### src/rtl/seq_alu.sv
// Sequential ALU: single-cycle logic/arith/shift ops, iterative shift-add multiply.
// Define SEQ_ALU_MUL_EN to build the MUL path (BUSY state, counter, multiplier datapath).
module seq_alu #(
    parameter int WIDTH = 32,
    parameter int SHW   = $clog2(WIDTH)
) (
    input  logic             clk,
    input  logic             rst_n,
    input  logic             in_valid,
    output logic             in_ready,
    input  logic [WIDTH-1:0] op1,
    input  logic [WIDTH-1:0] op2,
    input  logic [3:0]       alu_op,
    output logic             out_valid,
    input  logic             out_ready,
    output logic [WIDTH-1:0] result,
    output logic             zero,
    output logic [1:0]       dbg_state_o
);

    // Handshake: a request transfers on an edge with in_valid && in_ready; a result
    // transfers on an edge with out_valid && out_ready. Neither valid depends on its ready.
    localparam logic [3:0] OP_AND = 4'b0000;
    localparam logic [3:0] OP_OR  = 4'b0001;
    localparam logic [3:0] OP_ADD = 4'b0010;
    localparam logic [3:0] OP_MUL = 4'b0011;
    localparam logic [3:0] OP_SUB = 4'b0110;
    localparam logic [3:0] OP_LT  = 4'b0111;
    localparam logic [3:0] OP_LSR = 4'b1000;
    localparam logic [3:0] OP_LSL = 4'b1001;
    localparam logic [3:0] OP_ASR = 4'b1010;
    localparam logic [3:0] OP_XOR = 4'b1101;

    typedef enum logic [1:0] {
        IDLE = 2'd0,
`ifdef SEQ_ALU_MUL_EN
        BUSY = 2'd1,
`endif
        DONE = 2'd2
    } state_t;

    state_t           state_q, state_d;
    logic [WIDTH-1:0] result_q, result_d;
    logic             zero_q, zero_d;
    logic [WIDTH-1:0] alu_res;
    logic [SHW-1:0]   shamt;
    logic             is_mul;

`ifdef SEQ_ALU_MUL_EN
    localparam logic [SHW-1:0] CNT_LAST = SHW'(WIDTH - 1);
    logic [SHW-1:0]   cnt_q, cnt_d;
    logic [WIDTH-1:0] mcand_q, mcand_d;
    logic [WIDTH-1:0] mplier_q, mplier_d;
    logic [WIDTH-1:0] acc_q, acc_d;
    logic [WIDTH-1:0] acc_next;

    assign is_mul   = (alu_op == OP_MUL);
    assign acc_next = acc_q + (mplier_q[0] ? mcand_q : '0);
`else
    assign is_mul   = 1'b0;
`endif

    assign shamt = op2[SHW-1:0];

    always_comb begin
        alu_res = '0;
        case (alu_op)
            OP_AND:  alu_res = op1 & op2;
            OP_OR:   alu_res = op1 | op2;
            OP_ADD:  alu_res = op1 + op2;
            OP_SUB:  alu_res = op1 - op2;
            OP_LT:   alu_res = {{(WIDTH-1){1'b0}}, ($signed(op1) < $signed(op2))};
            OP_LSR:  alu_res = op1 >> shamt;
            OP_LSL:  alu_res = op1 << shamt;
            OP_ASR:  alu_res = $signed(op1) >>> shamt;
            OP_XOR:  alu_res = op1 ^ op2;
            default: alu_res = '0;
        endcase
    end

    always_comb begin
        state_d  = state_q;
        result_d = result_q;
        zero_d   = zero_q;
`ifdef SEQ_ALU_MUL_EN
        cnt_d    = cnt_q;
        mcand_d  = mcand_q;
        mplier_d = mplier_q;
        acc_d    = acc_q;
`endif
        case (state_q)
            IDLE: begin
                if (in_valid) begin
                    if (is_mul) begin
`ifdef SEQ_ALU_MUL_EN
                        state_d  = BUSY;
                        cnt_d    = '0;
                        mcand_d  = op1;
                        mplier_d = op2;
                        acc_d    = '0;
`endif
                    end else begin
                        state_d  = DONE;
                        result_d = alu_res;
                        zero_d   = (alu_res == '0);
                    end
                end
            end
`ifdef SEQ_ALU_MUL_EN
            // One multiplier bit per cycle: multiplicand walks left, multiplier walks right.
            BUSY: begin
                acc_d    = acc_next;
                mcand_d  = mcand_q << 1;
                mplier_d = mplier_q >> 1;
                cnt_d    = cnt_q + SHW'(1);
                if (cnt_q == CNT_LAST) begin
                    state_d  = DONE;
                    result_d = acc_next;
                    zero_d   = (acc_next == '0);
                    cnt_d    = '0;
                end
            end
`endif
            DONE: begin
                if (out_ready) state_d = IDLE;
            end
            default: state_d = IDLE;
        endcase
    end

    always_ff @(posedge clk) begin
        if (!rst_n) begin
            state_q  <= IDLE;
            result_q <= '0;
            zero_q   <= 1'b1;
`ifdef SEQ_ALU_MUL_EN
            cnt_q    <= '0;
            mcand_q  <= '0;
            mplier_q <= '0;
            acc_q    <= '0;
`endif
        end else begin
            state_q  <= state_d;
            result_q <= result_d;
            zero_q   <= zero_d;
`ifdef SEQ_ALU_MUL_EN
            cnt_q    <= cnt_d;
            mcand_q  <= mcand_d;
            mplier_q <= mplier_d;
            acc_q    <= acc_d;
`endif
        end
    end

    assign in_ready    = (state_q == IDLE);
    assign out_valid   = (state_q == DONE);
    assign result      = result_q;
    assign zero        = zero_q;
    assign dbg_state_o = state_q;

endmodule
### config.mk
export PLATFORM = sky130hd
export DESIGN_NAME = seq_alu
export DESIGN_NICKNAME = d
export VERILOG_FILES = /design/src/rtl/seq_alu.sv
export SDC_FILE = /design/constraint.sdc
export NUM_CORES = 1
export LEC_CHECK = 0
export ABC_CLOCK_PERIOD_IN_PS = 8650
export CORE_MARGIN = 4
export CORE_UTILIZATION = 43
export CTS_BUF_LIST = sky130_fd_sc_hd__clkbuf_4
export CTS_CLUSTER_DIAMETER = 30
export DETAILED_ROUTE_END_ITERATION = 8
export MAX_ROUTING_LAYER = met4
export PLACE_DENSITY = 0.63
export SLEW_MARGIN = 20
export SYNTH_ARGS = -nofsm -noshare
export SYNTH_HDL_FRONTEND = slang
export SYNTH_SLANG_ARGS = --single-unit
### constraint.sdc
create_clock -name clk -period 8.65 [get_ports clk]
set_input_delay 0.865 -clock clk [delete_from_list [all_inputs] [get_ports clk]]
set_output_delay 0.865 -clock clk [all_outputs]
set_load 0.1 [all_outputs]
Word-level counts from Yosys, hierarchy flattened
Index checks and enable logic that the tools add are counted.
{"block": "classes", "shifts": 3, "n_reduce_logical": 5, "add_sub_neg": 2, "n_lt_le_gt_ge": 1, "muxes": 4, "n_bitwise": 3, "n_eq_ne": 11}
{"op": "case mux 32 bit (9 select lines)", "count": 1}
{"op": "adder 32 bit", "count": 1}
{"op": "bitwise AND 32 bit", "count": 1}
{"op": "zero test 32 bit", "count": 1}
{"op": "less-than comparator 32 bit", "count": 1}
{"op": "bitwise OR 32 bit", "count": 1}
{"op": "left shift 32 x 5 -> 32 bit", "count": 1}
{"op": "right shift 32 x 5 -> 32 bit", "count": 1}
{"op": ">>> shifter 32 x 5 -> 32 bit", "count": 1}
{"op": "subtractor 32 bit", "count": 1}
{"op": "bitwise XOR 32 bit", "count": 1}
{"op": "equality test 4 bit, second input constant", "count": 4}
{"op": "equality test 4 x 3 -> 1 bit, second input constant", "count": 2}
{"op": "equality test 4 x 1 -> 1 bit, second input constant", "count": 1}
{"op": "equality test 4 x 2 -> 1 bit, second input constant", "count": 1}
{"op": "zero test 4 bit", "count": 1}
{"op": "2-to-1 mux 2 bit", "count": 2}
{"op": "case mux 2 bit (2 select lines)", "count": 1}
{"op": "AND reduction 2 bit", "count": 2}
{"op": "equality test 2 bit, second input constant", "count": 1}
{"op": "zero test 2 bit", "count": 1}
{"op": "!= test 2 x 1 -> 1 bit, second input constant", "count": 1}
{"op": "!= test 2 bit, second input constant", "count": 1}
{"block": "totals", "reg_bits": 35, "output_inout_bits": 37, "input_bits": 72, "word_cells": 32}

Depth between registers and ports, before layout
{"block": "logic_depth", "depth_word": 3, "mapped_depth": 17, "ltp_nobuf": 15}

Worst setup path after synthesis
Ideal clock, no wire load.
{"block": "synth_path", "path_kind": "input port to flip-flop", "start": "input op2[2]", "end": "register zero_q, in the netlist zero", "setup_ps": 96, "setup_slack_ps": 3908, "t_arrival_ps": 4646, "required_time_ps": 8554, "path_buffers": 4, "cell_stages": 17, "path_cell_list": "buf_2 -> buf_2 -> inv_2 -> buf_1 -> clkbuf_1 -> ha_1 -> nor3_1 -> o31ai_1 -> a211oi_1 -> o211ai_1 -> a31oi_1 -> a211oi_1 -> o21ai_0 -> nand2_1 -> a21o_1 -> o31a_1 -> o41ai_2"}
{"block": "synth_via", "elab_chain_len": 3, "word_cells_on_any_way": 11, "cone_classes": "2 x add/sub; 1 x order compare; 3 x shift; 1 x mux; 3 x bitwise; 1 x reduce/logical"}
{"element": "from (decl)", "line": "12", "rtl": "input logic [WIDTH-1:0] op2,"}
{"element": "subtractor 32 bit, or another cell as far along", "line": "71", "rtl": "OP_SUB: alu_res = op1 - op2;"}
{"element": "case mux 32 bit (9 select lines) (*)", "line": "67", "rtl": "case (alu_op)"}
{"element": "zero test 32 bit (*)", "line": "105", "rtl": "zero_d = (alu_res == '0);"}
{"element": "to (signal assigned)", "line": "145", "rtl": "zero_q <= zero_d;"}
{"element": "to (decl)", "line": "44", "rtl": "logic zero_q, zero_d;"}
Mark *: on every way between the ends. The rest lies on a longest branch, timed or not.
A chain may end at the register's enable or synchronous reset.

Worst setup path in the final report
{"block": "layout_path", "start": "input op2[4]", "end": "register zero_q, in the netlist zero"}
Same word-level chain as after synthesis.

==> results.md <==
- The flow ran to the end, but the final reports show violations.
- The final reports fail on DRC.
- The clock root buffer is sky130_fd_sc_hd__clkbuf_4.
- The area share of the leading cell type in the synthesized netlist is 10.8%.
- The number of nets with antenna violations after detailed routing is 0.
- Along the worst path, the maximum fanout reaches 35.
- STA classifies the critical path startpoint as a primary input.
- The global routing usage on met3 is 7.09%.
- In the synthesized netlist, the number of instances is 1614.
- The number of violations of the max-capacitance limit is 0.
- The most used routing layer in global routing is met2.
- The share of synthesized flip-flops with an asynchronous set or reset is 0%.
- For this configuration, the core starts out at a cell density of 43.7%.
- In the post-synthesis netlist, the biggest area contributors are sky130_fd_sc_hd__ha_1 11%, sky130_fd_sc_hd__mux4_2 10%, sky130_fd_sc_hd__dfxtp_1 6.0%.
- For this run, the number of Yosys warnings is 0.
- The number of pins with negative max-slew slack in the final report is 0.
- In this run the worst hold path is classified as register to register.
- In this design, the largest share of critical-path delay is due to compound AO/OA/AOI/OAI gates.
- In this run the vertical extent of the chip is 171 um.
- For this design the top-level I/O count stands at 109.
- The global placement routability congestion is 1.05.
- Once the clock tree was built, the resizer swapped 0 gates to a different size.
- The deepest level of the CTS H-tree is 2.
- The maximum operating frequency is 0.177 GHz.
- The commonest cells after synthesis are 177 x sky130_fd_sc_hd__nor2_1, 126 x sky130_fd_sc_hd__nand2_1, 122 x sky130_fd_sc_hd__a21oi_1.
- Dividing total power by cell area gives a power density of 93.2 nW/um^2.
- The TritonCTS sink count is 34.
- The maximum number of pins on one net before global-route repair is 66.
- The wire length per cell after detailed routing is 29.5 um.
- The hold violation count in the final report is 0.
- The synthesized-area fraction occupied by xor and xnor cells is 0.924%.
- The netlist area before placement is 11400 sq um.
- The overall via count from detail_route is 13700.
- The violation count after the first detailed-routing iteration is 2195.
- The count of final setup violators is 0.
- Cells with a size suffix above 1 make up 9.16% of the layout.
- TritonCTS built the clock tree.
- The peak supply drop is 97.6 uV.
- After synthesis, the mean cell area works out to 7.05 sq um.
- Global routing consumed, on the met1 layer, 54.3% of the routing resources.
- The die covers 29100 sq um.
- Post-CTS timing repair inserted 0 buffers for setup.
- The number of buffers added by the clock tree synthesis step is 5.
- The number of search-and-repair iterations in the first detailed-routing pass is 9.
- The global-route congestion overflow total is 0.
- The worst path uses 65.3% of the clock period.
- Summing the sequential cell areas from Yosys gives 5.98% of the chip area.
- The core utilization of the finished layout is 47.9%.
- The adder-cell share of the synthesized area is 11.1%.
- Among all cell types in the netlist, the one instantiated most often is sky130_fd_sc_hd__nor2_1.
- The cell area after layout is 12500 sq um.
- The mean number of vias per cell is 7.05.
- The number of nets in the synthesized netlist is 1786.
- The proportion of synthesized area in mux cells is 17.5%.
- In the routed design, unresolved DRC markers number 1.
- The initial antenna violation count was 3.
- The final worst hold slack is 0.479 ns.
- The share of synthesized cell area in and, or, nand and nor gates is 23.1%.
- STA classifies the critical path endpoint as a register.
- The most used flip-flop cell after synthesis is sky130_fd_sc_hd__dfxtp_1.
- Relative to the synthesized area, the layout overhead comes to 9.77%.
- Hold repair after CTS inserted 0 buffers.
- By startpoint and endpoint, the worst setup path is classified as primary input to register.
- In this run the static leakage power is 4.95 nW.
- The sum of routed wire length over all layers is 57300 um.
- The clock transition at the registers of the reported paths is 0.10 ns.
- From left edge to right edge, the die measures 171 um.
- Setup total negative slack on the finished layout was measured at 0 ns.
- Traced cell by cell, the critical path runs through clkdlybuf4s50_1, buf_4, inv_1, ha_1, a21o_1, a221oi_2, o31ai_1, a2111oi_0, nor2_1, xnor2_1, o21ai_1, nor4_1, and4_1, nand4_1, o41ai_2.
- Measured against its own limit, the worst slew margin works out to 27.7%.
- Leaving out filler cells and counting taps, the final layout contains 1942.
- Detailed placement ended at an HPWL of 44100 um.
- The number of cell rows is 59.
- The shortest clock period the worst path allows after layout is 5.65 ns.
- The count of cell types in the netlist is 91.
- Across the routed clock network, the largest skew measured is 0.00499 ns.
- The core region is 26100 sq um.
- The slew at the pin closest to its max-slew limit is 1.06 ns.
- The synthesized netlist devotes 32.2% of its cell area to compound gates.
- The number of filler cells placed in the layout is 2726.
- Counting flops and latches in the post-synthesis netlist gives 34.
- The number of buffers inserted by port buffering is 107.
- The cell count after placement is 1933.
- For the worst setup path, the data arrival time is 5.92 ns.
- The first global-routing pass estimated 84300 um of wire.
- Global routing used 39.0% of the available tracks across all layers.
- The final net count is 1777.
- The number of global-route vias before repair is 12500.
- The biggest cell delay along the critical path is 0.72 ns.
- The count of flip-flops with a built-in enable after synthesis is 0.
- The cell area reported after detailed placement is 12400 sq um.
- Setup repair after global routing left no endpoint under its margin.
- The combined buffer and inverter count along the critical path is 3.
- The cell with the largest stage delay on the worst path is sky130_fd_sc_hd__a2111oi_0.
- After synthesis, the largest family of logic cells by area is compound AO/OA/AOI/OAI gates.
- The biggest area contributor in the post-synthesis netlist is sky130_fd_sc_hd__ha_1.
- No sink is reached through more buffers than the 2 on the longest clock path.
- The global routing usage on met2 is 56.4%.
- The clock reaches the later pin of the worst-skew pair after 0.35 ns.
- The required time of the critical path is 8.92 ns.
-- placed cells by master, fill, tap and decap left out, types with 44 or more instances in the layout --
cell and n:
sky130_fd_sc_hd__a211oi_1 44, sky130_fd_sc_hd__a21oi_1 122, sky130_fd_sc_hd__clkdlybuf4s50_1 103, sky130_fd_sc_hd__ha_1 98
sky130_fd_sc_hd__inv_1 98, sky130_fd_sc_hd__mux2i_1 48, sky130_fd_sc_hd__mux4_2 51, sky130_fd_sc_hd__nand2_1 126
sky130_fd_sc_hd__nand3_1 48, sky130_fd_sc_hd__nor2_1 177, sky130_fd_sc_hd__nor3_1 52, sky130_fd_sc_hd__o21ai_0 99
-- metal layers --
layer	wire length (um)	share of wire, %
met1	24000	42
met2	24400	43
met3	5980	10
met4	2880	5.0
met5	0	0
-- metrics by stage --
| step | setup WS, ns | power (mW) |
|---|---|---|
| final | 3.00 | 1.16 |
| after global routing | 2.83 | 1.22 |
| after CTS | 3.23 | 1.14 |
| after detailed placement | 2.86 | 1.05 |
| after global placement | 2.81 | 1.06 |
| after floorplan | 3.91 | 0.774 |
-- area by class of cell --
type | count | area (sq um) | share of cell area [%]
multi-input combinational | 1330 | 9710 | 77.7
timing repair buffer | 133 | 1250 | 10.0
sequential | 34 | 681 | 5.45
tap | 335 | 419 | 3.36
inverter | 101 | 379 | 3.04
clock buffer | 5 | 37.5 | 0.301
antenna | 3 | 7.51 | 0.0601
clock inverter | 1 | 3.75 | 0.0301
-- cell families (layout without fill, tap and decap cells) --
| logic type | Yosys count | count (layout) |
|---|---|---|
| simple gates | 547 | 547 |
| buf+inv | 250 | 240 |
| xor+xnor | 12 | 12 |
| compound gates | 539 | 539 |
| mux | 131 | 131 |
| fa+ha+maj | 100 | 100 |
| other cells | 1 | 4 |
| flops | 34 | 34 |
-- state kept, by name (all words and copies together), names as in the netlist --
register / count
result: 32
dbg_state_o: 1
zero: 1
-- worst min-delay path, cell delays in order (launching register included) --
cell and delay (ns):
sky130_fd_sc_hd__dfxtp_1 0.33, sky130_fd_sc_hd__nand2_1 0.05, sky130_fd_sc_hd__a21oi_1 0.06
-- where the power goes --
part           total, mW  switching (mW)  internal, mW
logic              0.904           0.614         0.289
clock network     0.0817          0.0540        0.0277
registers          0.179         0.00808         0.171
total               1.16           0.676         0.488
-- path summary, 6_finish.rpt --
path / start / to / slack (ns) / cells past startpoint
max: op2[4] / zero$_SDFFE_PN1P_ / 3.00 / 15
max reg2reg: dbg_state_o[1]$_SDFFE_PN0P_ / zero$_SDFFE_PN1P_ / 5.54 / 11
min reg2reg: result[26]$_SDFFE_PN0P_ / result[26]$_SDFFE_PN0P_ / 0.48 / 2
min: result[26]$_SDFFE_PN0P_ / result[26]$_SDFFE_PN0P_ / 0.48 / 2
Note: power is estimated with default switching activity, not from simulation.
